### src/rtl/pipe_skid_pkg.sv
// Shared definitions for valid/ready pipeline-stage blocks.
package pipe_skid_pkg;

  // Occupancy states of a two-entry (main + skid) pipeline stage.
  typedef enum logic [1:0] {
    ST_EMPTY = 2'd0,
    ST_BUSY  = 2'd1,
    ST_FULL  = 2'd2
  } pipe_state_e;

  localparam int unsigned PIPE_MAX_ENTRIES = 2;

  // Acceptance rule: a skid stage takes data until both slots are used,
  // a single-entry stage only when it is completely empty.
  function automatic logic pipe_can_accept(input pipe_state_e st, input logic skid);
    if (skid) begin
      return st != ST_FULL;
    end
    return st == ST_EMPTY;
  endfunction

endpackage

### src/rtl/pipe_skid_ctrl.sv
// Occupancy FSM of the skid register: produces handshake outputs and the
// load enables for the main and skid data registers.
module pipe_skid_ctrl
  import pipe_skid_pkg::*;
#(
  parameter int SKID = 1
) (
  input  logic clk,
  input  logic rst,
  input  logic flush,
  input  logic in_valid,
  input  logic out_ready,
  output logic in_ready,
  output logic out_valid,
  output logic main_load,
  output logic main_sel_skid,
  output logic skid_load
);

  pipe_state_e state_q, state_d;
  logic        in_fire, out_fire;

  // Handshake outputs depend on the registered state only (plus reset),
  // so in_ready never has a combinational path from out_ready.
  always_comb begin
    in_ready  = !rst && pipe_can_accept(state_q, SKID != 0);
    out_valid = (state_q != ST_EMPTY);
    in_fire   = in_valid && in_ready;
    out_fire  = out_valid && out_ready;
  end

  // Next-state and data-register load decisions; flush overrides everything
  // and leaves the data registers untouched.
  always_comb begin
    state_d       = state_q;
    main_load     = 1'b0;
    main_sel_skid = 1'b0;
    skid_load     = 1'b0;
    if (flush) begin
      state_d = ST_EMPTY;
    end else begin
      case (state_q)
        ST_EMPTY: begin
          if (in_fire) begin
            state_d   = ST_BUSY;
            main_load = 1'b1;
          end
        end
        ST_BUSY: begin
          if (in_fire && out_fire) begin
            main_load = 1'b1;
          end else if (in_fire && (SKID != 0)) begin
            state_d   = ST_FULL;
            skid_load = 1'b1;
          end else if (out_fire) begin
            state_d = ST_EMPTY;
          end
        end
        ST_FULL: begin
          if (out_fire) begin
            state_d       = ST_BUSY;
            main_load     = 1'b1;
            main_sel_skid = 1'b1;
          end
        end
        default: state_d = ST_EMPTY;
      endcase
    end
  end

  // State register; reset empties the stage immediately.
  always_ff @(posedge clk or posedge rst) begin
    if (rst) begin
      state_q <= ST_EMPTY;
    end else begin
      state_q <= state_d;
    end
  end

endmodule

### src/rtl/pipe_skid_reg.sv
// Valid/ready pipeline register with optional skid slot. out_data comes
// straight from the main register; the skid slot catches the word that
// arrives while the main one is stalled.
module pipe_skid_reg
  import pipe_skid_pkg::*;
#(
  parameter int               WIDTH       = 32,
  parameter logic [WIDTH-1:0] RESET_VALUE = '0,
  parameter int               SKID        = 1
) (
  input  logic             clk,
  input  logic             rst,
  input  logic             flush,
  input  logic             in_valid,
  output logic             in_ready,
  input  logic [WIDTH-1:0] in_data,
  output logic             out_valid,
  input  logic             out_ready,
  output logic [WIDTH-1:0] out_data
);

  logic [WIDTH-1:0] main_q, main_d;
  logic [WIDTH-1:0] skid_q, skid_d;
  logic             main_load, main_sel_skid, skid_load;

  pipe_skid_ctrl #(
    .SKID (SKID)
  ) u_ctrl (
    .clk           (clk),
    .rst           (rst),
    .flush         (flush),
    .in_valid      (in_valid),
    .out_ready     (out_ready),
    .in_ready      (in_ready),
    .out_valid     (out_valid),
    .main_load     (main_load),
    .main_sel_skid (main_sel_skid),
    .skid_load     (skid_load)
  );

  // Main slot refills from the skid slot when draining FULL, otherwise from input.
  always_comb begin
    main_d = main_q;
    skid_d = skid_q;
    if (main_load) begin
      main_d = main_sel_skid ? skid_q : in_data;
    end
    if (skid_load) begin
      skid_d = in_data;
    end
  end

  // Data registers; they keep their last contents when nothing is loaded.
  always_ff @(posedge clk or posedge rst) begin
    if (rst) begin
      main_q <= RESET_VALUE;
      skid_q <= RESET_VALUE;
    end else begin
      main_q <= main_d;
      skid_q <= skid_d;
    end
  end

  assign out_data = main_q;

endmodule

### config.mk
export PLATFORM = sky130hd
export DESIGN_NAME = pipe_skid_reg
export DESIGN_NICKNAME = d
export VERILOG_FILES = /design/src/rtl/pipe_skid_pkg.sv /design/src/rtl/pipe_skid_ctrl.sv /design/src/rtl/pipe_skid_reg.sv
export SDC_FILE = /design/constraint.sdc
export NUM_CORES = 1
export LEC_CHECK = 0
export CORE_AREA = 5 5 92 111
export DETAILED_ROUTE_END_ITERATION = 16
export DIE_AREA = 0 0 97 116
export SLEW_MARGIN = 0
export SYNTH_ARGS = -nofsm -noshare
export SYNTH_HDL_FRONTEND = slang
export SYNTH_SLANG_ARGS = --single-unit
### constraint.sdc
create_clock -name clk -period 3.05 [get_ports clk]
set_input_delay 0.61 -clock clk [delete_from_list [all_inputs] [get_ports clk]]
set_output_delay 0.61 -clock clk [all_outputs]
set_load 0.01 [all_outputs]
==> flow_metrics.tcl <==
set metrics [dict create \
    yosysUniqueCellTypes 24 \
    cts.htree.levels 3 \
    ff_latch_area_mm2 0.00165 \
    coreArea_mm2 0.00899 \
    grt_setup_unrepaired "false" \
    antenna_found_initial 0 \
    ir_drop_v 0.000240 \
    via_per_inst 4.48 \
    place_hpwl_mm 3.80 \
    post-route-min-period_ns 2.42 \
    start_util_pct 33.1 \
    cts_tree "done" \
    netlist_area_mm2 0.00298 \
    switching_share_pct 26.9 \
    crit_path_end_kind "primary output" \
    cts_root_buffer "clkbuf_8" \
    drc 0 \
    clock_path_buffers 2 \
    fin_setup_tns_ns 0 \
    routed_wl_mm 5.95 \
    wl_per_cell_um 14.1 \
    ctsHoldBuffers 0 \
    antenna_left 0 \
    gp_congestion 0.707 \
    yosys_warnings 0 \
    grt_max_degree 67 \
    syn_area_per_cell_um2 13.3 \
    power_density_mw_per_mm2 617 \
    fin_total_pwr_mw 2.45 \
    status "finished clean" \
    cap_violations 0 \
    die-area_mm2 0.0113 \
    synth_fp_nets 261 \
    max_slew_margin_pct 43.6 \
    setup_viol 0 \
    syn_inst 224 \
    skew_ns 0.0130 \
    post_cts_resized 0 \
    synth_edf_count 0 \
    ys_ff_latch 66 \
    clock-sinks 66 \
    num-fill-cells 849 \
    clkTransAtPathRegs_ns 0.07 \
    io-pin-count 71 \
    cts_buffers 9 \
    area_growth_pct 33.5 \
    fin_hold_ws_ns 0.507 \
    nNetsFinal 334 \
    pre_cts_slack_ns 0.572 \
    p_int_mw 1.79 \
    multi_input_area_mm2 0.00121 \
    portBuffers 70 \
    finalMaxSlewViolations 0 \
    cp.arrival_ns 1.81 \
    die_h_um 116 \
    pwr-share-comb_pct 23.0 \
    clk_latency_ns 0.34 \
    finalWorstSetupSlack_ns 0.631 \
    p_seq_share_pct 46.7 \
    pwr-share-clk_pct 30.3 \
    grt_overflow 0 \
    yosysSeqAreaShare_pct 55.5 \
    ys_async_sr_fraction_pct 100 \
    drive_gt1_share_pct 28.8 \
    drtIter0Drc 56 \
    min_period_over_period_pct 79.3 \
    antenna_cells 0 \
    final_common_cell "clkdlybuf4s50_1" \
    fmax_mhz 413 \
    leakage_nw 1.59 \
    die_x_um 97 \
    tightest_slew_ns 0.846 \
    hold_path.class "reg -> reg" \
    grt_pass1_vias 1916 \
    required_ns 2.44 \
    grt_usage_pct 11.2 \
    post-cts-setup-buffers 0 \
    worstSetupPathType "in -> out" \
    drt_pass1_iterations 4 \
    finalHoldViolCount 0 \
    utilization_pct 44.2 \
    power.switching_uw 658 \
    start_kind "primary input" \
    ys.flop_type "dfrtp_1" \
    vias 1891 \
    grt_pass1_wl_mm 9.75 \
    cp_max_fo 4 \
    layout_common_cells "70 x clkdlybuf4s50_1, 66 x dfrtp_1, 33 x nor2_1" \
    rows 38 \
]
## routing by layer
metal | vias to the layer above | GRT usage, % | routed length [um]
met1 | 908 | 13.9 | 2700
met5 | - | 0 | 0
met3 | 6 | 4.15 | 273
met4 | 0 | 5.06 | 82
met2 | 45 | 17.5 | 2900
li1 | 932 | - | -
## stage by stage
| step | instance area [um^2] | std cells |
|---|---|---|
| detailed placement | 3770 | 406 |
| global placement | 3770 | 406 |
| floorplan | 2980 | 224 |
| CTS | 3970 | 422 |
| global route | 3970 | 422 |
| finish | 3970 | 422 |
## power by group through the flow
| stage | clock network, mW | logic, mW | registers [mW] |
|---|---|---|---|
| after global placement | 0 | 0.565 | 1.16 |
| after global routing | 0.817 | 0.615 | 1.17 |
| after CTS | 0.775 | 0.576 | 1.15 |
| after floorplan | 0 | 0.252 | 1.19 |
| final | 0.742 | 0.563 | 1.14 |
| after detailed placement | 0 | 0.574 | 1.17 |
## cells by family after synthesis
logic type	Yosys count	synth area share (%)
AOI/OAI and AO/OA	37	10.6
buffers and inverters	15	3.87
DFF	66	55.5
muxes	64	22.9
and+or+nand+nor	42	7.11
## sequential cells by signal, indices dropped and copies added (netlist names)
signal and flops:
u_ctrl.state_q 2, out_data 32, skid_q 32
## Yosys cell counts, types with 2 or more instances
| cell type | count | area (um^2) |
|---|---|---|
| a21oi_2 | 28 | 245 |
| a21oi_1 | 4 | 20.0 |
| mux2_2 | 32 | 360 |
| inv_1 | 2 | 7.51 |
| buf_6 | 7 | 78.8 |
| nor2_1 | 33 | 124 |
| buf_2 | 5 | 25.0 |
| mux2i_1 | 32 | 320 |
| dfrtp_1 | 66 | 1650 |
## critical path, cell delays in order
cell	delay, ns
clkdlybuf4s50_1	0.48
inv_2	0.08
o21a_1	0.11
clkdlybuf4s50_1	0.53
## final cells by class
class	instances	area share, %
Sequential cell	66	41.6
Clock buffer	10	3.46
Timing Repair Buffer	75	18.9
Multi-Input combinational cell	143	30.4
Inverter	2	0.189
Tap cell	120	3.78
Clock inverter	6	1.67
## worst paths after layout
kind,startpoint,endpoint,slack [ns],cells past startpoint
max reg2reg,u_ctrl.state_q[0],out_data[0],1.17,5
max,rst,in_ready,0.63,4
max in group asynchronous,rst,out_data[17],1.54,3
min reg2reg,skid_q[22],skid_q[22],0.51,1
min,skid_q[22],skid_q[22],0.51,1
min in group asynchronous,rst,skid_q[2],0.96,3
Power figures use the tool's default switching activity.
